## config.mk

```make
export PLATFORM = sky130hd
export DESIGN_NAME = tdr_ctrl
export DESIGN_NICKNAME = d
export VERILOG_FILES = /design/src/rtl/tdr_pkg.sv /design/src/rtl/tdr_sat_cnt.sv /design/src/rtl/tdr_ctrl.sv
export SDC_FILE = /design/constraint.sdc
export NUM_CORES = 1
export LEC_CHECK = 0
export BUFFER_PORTS_ARGS = -buffer_cell sky130_fd_sc_hd__buf_2
export CORE_MARGIN = 3
export CORE_UTILIZATION = 40
export CTS_CLUSTER_DIAMETER = 120
export DETAILED_ROUTE_END_ITERATION = 7
export GPL_TIMING_DRIVEN = 0
export PLACE_DENSITY = 0.68
export SLEW_MARGIN = 20
export SYNTH_ARGS = -nofsm -noshare
export SYNTH_HDL_FRONTEND = slang
export SYNTH_HIERARCHICAL = 1
export SYNTH_SLANG_ARGS = --single-unit
export TNS_END_PERCENT = 5
```

## constraint.sdc

```tcl
create_clock -name clk -period 1.9 [get_ports clk]
set_clock_uncertainty 0.1 [all_clocks]
set_input_delay 0.19 -clock clk [delete_from_list [all_inputs] [get_ports clk]]
set_output_delay 0.19 -clock clk [all_outputs]
set_load 0.02 [all_outputs]
```

## src/rtl/tdr_pkg.sv

```systemverilog
// rtl/tdr_pkg.sv - shared types and timing constants for the TDR recovery controller
package tdr_pkg;

    typedef enum logic [2:0] {
        TDR_WARMUP = 3'd0,
        TDR_RUN    = 3'd1,
        TDR_RB0    = 3'd2,
        TDR_RB1    = 3'd3,
        TDR_FATAL  = 3'd4
    } tdr_state_e;

    localparam int TDR_WARMUP_CYC = 2;
    localparam int TDR_CLEAN_CYC  = 2;
    localparam int TDR_RETRY_W    = 4;

    typedef logic [TDR_RETRY_W-1:0] tdr_retry_t;

endpackage

```

## src/rtl/tdr_sat_cnt.sv

```systemverilog
// rtl/tdr_sat_cnt.sv - saturating up-counter with asynchronous active-high reset
module tdr_sat_cnt #(
    parameter int W = 16
) (
    input  logic         clk,
    input  logic         rst,
    input  logic         inc,
    output logic [W-1:0] cnt
);

    always_ff @(posedge clk or posedge rst) begin
        if (rst) begin
            cnt <= '0;
        end else if (inc && (cnt != '1)) begin
            cnt <= cnt + 1'b1;
        end
    end

endmodule

```

## src/rtl/tdr_ctrl.sv

```systemverilog
// rtl/tdr_ctrl.sv - TDR save/rollBack recovery controller with retry escalation to fatal
// Optional rollback event counter built when TDR_CTRL_CNT_EN is defined.
module tdr_ctrl
    import tdr_pkg::*;
#(
    parameter int NFF       = 8,
    parameter int MAX_RETRY = 3,
    parameter int CNT_W     = 16
) (
    input  logic             clk,
    input  logic             rst,
    input  logic [NFF-1:0]   fail,
    input  logic             en,
    input  logic             clr_fatal,
    output logic             save,
    output logic             rollBack,
    output logic             busy,
    output logic             fatal,
    output logic [CNT_W-1:0] rec_cnt
);

    localparam logic [2:0] ST_WARMUP = TDR_WARMUP;
    localparam logic [2:0] ST_RUN    = TDR_RUN;
    localparam logic [2:0] ST_RB0    = TDR_RB0;
    localparam logic [2:0] ST_RB1    = TDR_RB1;
    localparam logic [2:0] ST_FATAL  = TDR_FATAL;

    localparam int WU_W = (TDR_WARMUP_CYC > 1) ? $clog2(TDR_WARMUP_CYC) : 1;
    localparam int CL_W = (TDR_CLEAN_CYC > 1) ? $clog2(TDR_CLEAN_CYC) : 1;
    localparam logic [WU_W-1:0] WU_LAST  = WU_W'(TDR_WARMUP_CYC - 1);
    localparam logic [CL_W-1:0] CL_LAST  = CL_W'(TDR_CLEAN_CYC - 1);
    localparam tdr_retry_t      RETRY_MX = tdr_retry_t'(MAX_RETRY);

    logic [2:0]      state, state_nxt;
    logic [WU_W-1:0] wu_cnt;
    logic [CL_W-1:0] clean_cnt;
    tdr_retry_t      retry;
    logic            any_fail, hit, rb_start;

    assign any_fail = |fail;
    assign hit      = en && any_fail;

    always_comb begin
        state_nxt = state;
        rb_start  = 1'b0;
        case (state)
            ST_WARMUP: if (wu_cnt == WU_LAST) state_nxt = ST_RUN;
            ST_RUN: begin
                if (hit) begin
                    if (retry == RETRY_MX) begin
                        state_nxt = ST_FATAL;
                    end else begin
                        state_nxt = ST_RB0;
                        rb_start  = 1'b1;
                    end
                end
            end
            ST_RB0:   state_nxt = ST_RB1;
            ST_RB1:   state_nxt = ST_RUN;
            ST_FATAL: if (clr_fatal) state_nxt = ST_WARMUP;
            default:  state_nxt = ST_WARMUP;
        endcase
    end

    always_ff @(posedge clk or posedge rst) begin
        if (rst) begin
            state     <= ST_WARMUP;
            wu_cnt    <= '0;
            clean_cnt <= '0;
            retry     <= '0;
        end else begin
            state  <= state_nxt;
            wu_cnt <= (state == ST_WARMUP) ? wu_cnt + 1'b1 : '0;
            // retry only forgets after enough uninterrupted clean RUN cycles
            if (state == ST_RUN && !hit) begin
                if (clean_cnt == CL_LAST) retry <= '0;
                else clean_cnt <= clean_cnt + 1'b1;
            end else begin
                clean_cnt <= '0;
            end
            if (rb_start) retry <= retry + 1'b1;
            if (state == ST_FATAL && clr_fatal) retry <= '0;
        end
    end

    // Outputs are registered copies of the next-state decode so they align with state.
    always_ff @(posedge clk or posedge rst) begin
        if (rst) begin
            save     <= 1'b0;
            rollBack <= 1'b0;
            busy     <= 1'b1;
            fatal    <= 1'b0;
        end else begin
            save     <= (state_nxt == ST_RUN) || (state_nxt == ST_RB0);
            rollBack <= (state_nxt == ST_RB0) || (state_nxt == ST_RB1);
            busy     <= (state_nxt != ST_RUN);
            fatal    <= (state_nxt == ST_FATAL);
        end
    end

`ifdef TDR_CTRL_CNT_EN
    tdr_sat_cnt #(.W(CNT_W)) u_rec_cnt (
        .clk (clk),
        .rst (rst),
        .inc (rb_start),
        .cnt (rec_cnt)
    );
`else
    assign rec_cnt = '0;
`endif

endmodule

```

==> results.md <==
- Final global-route overflow total: 0
- Fraction of final layout cells with drive strength greater than 1: 38.52%
- Ratio of routed vias to standard cells: 4.490
- Routability cong.: 0.7114
- Fraction of synthesized area in multiplexers: 0%
- Core area: 1802 µm²
- Area used by multi-input combinational logic: 379.1 µm²
- Number of CTS-inserted buffers: 3
- Peak ir drop on the vdd network: 501.3 µV
- Count of final setup violators: 0
- Type of element launching the critical path: flip-flop
- Mean instance size in the synthesized netlist: 9.311 µm²
- Net total in the final layout: 136
- Number of antenna diodes: 0
- Number of flops mapped to enable cells by yosys: 0
- Slew @ Worst Pin: about 0.50 ns
- Switching Power: 0.0004659 W
- Number of pins exceeding their max-slew limit in the final report: 0
- Combined global-route utilization of all metal layers: 12.91%
- Floorplan die width: between 50 and 60 µm
- Number of global-route vias before repair: slightly above 600
- Row count: 15
- Pwr dens: 1137 nW/µm²
- Period utilization: a little over nine tenths
- RSZ-0062 raised after global routing: no
- Sequential cell area: 326.6 µm²
- Share of flip-flops with an asynchronous set or reset after synthesis: between 90% and 100%
- Sequential group share of total power: 38.1%
- Clock power share: 15.0%
- DRC violation count after routing: 0
- Largest net degree at the start of global routing: 14
- Element type at the critical path end: flip-flop
- Finished Core Util: 56.60%
- Post-synthesis cell area: 800.8 µm²
- Clock transition time at the flip-flop clock pins of the worst setup and hold paths: roughly 0.090 ns
- Global-route wire length before repair: 2477 µm
- Highest clock rate: approximately 0.56 GHz
- Length of the first detailed-routing pass in iterations: 4
- Share of the synthesized area in the top cell type: 37.50%
- H-tree levels: 1
- Cell accounting for the most synthesized area: dfrtp_1
- Die Area: 2575 µm²
- Die extent in y: 50.74 µm
- Worst hold path class: input port to flip-flop
- Prevailing post-synth register cell: dfrtp_1
- Cell types with the largest area share after synthesis: dfrtp_1, buf_4, nor2_1
- Area after detailed placement: between 900 and 1000 µm²
- CP arrival: 1.88 ns
- Total count of hold-check failures in the final report: 0
- Share of synthesized cell area in and, or, nand and nor gates: 21.09%
- Number of buffers on the longest clock path: 2
- Synth warn: 6
- Parity-gate share of the synthesized area counting xor and xnor cells: 0%
- Fin area: 1020 µm²
- Leakage component of the power: around 0.52 nW
- Setup CP Type: flip-flop to flip-flop
- Fraction of the mapped netlist area in compound gates: between 15 and 20%
- Initial core utilization: 44.44%
- Leading post-synthesis cells by instance count: buf_4, dfrtp_1, nor2_1
- Relative slew slack: 66.72%
- I/O pin count: 32
- Worst-path cell chain: buf_2, or3b_2, nor2_1, o211ai_1, o31ai_1
- P&R area growth vs syn: 27.34%
- Share of power burned in combinational logic: 47.0%
- Data required, critical path: 1.99 ns
- Half-perimeter wire length after detailed placement: between 1000 and 1500 µm
- Max-cap violation count: 0
- Worst stage delay on the critical path: 0.49 ns
- Switching share of power: between 40% and 50%
- Sum of negative setup slack: 0 ns
- Routed wirelength normalized by instance count: 9.905 µm
- Top-count cell post-synth: buf_4
- Port bufs: 15
- Dominant combinational cell family by area after synthesis: simple AND/OR/NAND/NOR gates
- Master of the slowest instance on the critical path: or3b_2
- Clock Latency Late Sink: 0.27 ns
- Sequential element share of the synthesized area: 40.78%
- Total internal power: 0.0006935 W
- Cell chosen for the clock root: clkbuf_4
- Maximum fanout along the worst path: 10
- Initial DRC count: 8
- Antenna violations before repair: 0
- Number of routed nets with antenna violations: 0
- Total power draw: roughly 0.0012 W
- Number of fill cells in the layout: 173
- Shortest period the worst path allows: around 1.8 ns
- Status: completed
- Hold slack: roughly 0.13 ns
- Flip-flop and latch count after synthesis: 13
- Yosys cell types: 29
- Adder-Cell Fraction of Synth Area: 1.563%
- Total routed wirelength: between 1000 and 1500 µm
- Post-Syn Instances: 86
- Via count of the routed design: 660
- CTS tree: built
- Number of clock sinks: 13
critical path: cells and delay by family, from the launching register on:
kind	cells	cell delay [ns]
flip-flops	1	0.37
buffers and inverters	1	0.17
AO/OA/AOI/OAI	2	0.25
AND/OR/NAND/NOR	2	0.82
placed cells by master (no fill, tap or decap), drive strengths merged, types with 2 or more instances in the layout:
master	Yosys	final
o21ai	4	4
a21oi	4	4
or3b	2	2
nand2	3	3
clkbuf	1	4
nor3	2	2
or4	2	2
o211ai	3	3
dfrtp	12	12
buf	19	35
inv	4	4
conb	1	16
o31ai	4	4
nor2	9	9
nand3	3	3
nand3b	2	2
nor2b	3	3
what timing repair did:
item / in CTS / in global routing
hold endpoints to repair: 12 / 0
setup buffers: 0 / 1
gates resized for setup: 0 / 2
endpoints found under the setup margin: 0 / 4
hold buffers: 1 / 0
sequential cells by signal, summed over array words and instances (netlist names):
name       count
retry          4
busy           1
state          3
save           1
fatal          1
wu_cnt         1
rollBack       1
clean_cnt      1
logic make-up after synthesis:
group / after synthesis
AO/OA/AOI/OAI: 18
flip-flops: 13
AND/OR/NAND/NOR: 29
adder cells (fa/ha/maj): 1
other: 1
buffers and inverters: 24
metrics by stage:
step           instances  setup slack [ns]
2_1_floorplan        101            0.2876
5_1_grt              147           0.01873
4_1_cts              146           0.06800
3_5_place_dp         141           0.09148
3_3_place_gp         141            0.1403
6_report             147            0.1024
routing by layer:
metal  share of wire [%]  wire length (µm)  up-vias  GRT usage (%)
met5                   0                 0        -              0
met4                 1.9                28        0          8.072
met3                 6.9               101        2          3.561
met2                  46               671       30          20.43
met1                  45               655      293          15.31
li1                    -                 -      335              -
final timing paths:
check	start	to	slack (ns)	cells past startpoint
min	clr_fatal	state[2]	0.13	4
max reg2reg	state[1]	retry[3]	0.10	5
min in group asynchronous	rst	retry[2]	0.37	3
max in group asynchronous	rst	busy	0.97	3
max	state[1]	retry[3]	0.10	5
min reg2reg	wu_cnt	wu_cnt	0.37	1
power groups by stage:
| stage | Sequential, W | Clock (W) | Combinational [W] |
|---|---|---|---|
| 2_1_floorplan | 0.000478 | 0 | 0.000368 |
| 3_3_place_gp | 0.000440 | 0 | 0.000504 |
| 3_5_place_dp | 0.000443 | 0 | 0.000513 |
| 4_1_cts | 0.000438 | 0.000179 | 0.000518 |
| 5_1_grt | 0.000453 | 0.000197 | 0.000603 |
| 6_report | 0.000442 | 0.000173 | 0.000544 |
cell type report:
cell class                 count  area share, %
multi-input combinational     64          37.18
tap                           25          3.067
clock inverter                 1         0.4908
clock buffer                   3          2.209
timing repair buffer          17          9.080
sequential                    13          32.02
buffer                        20          14.48
inverter                       4          1.472
(Power assumes the default switching activity.)
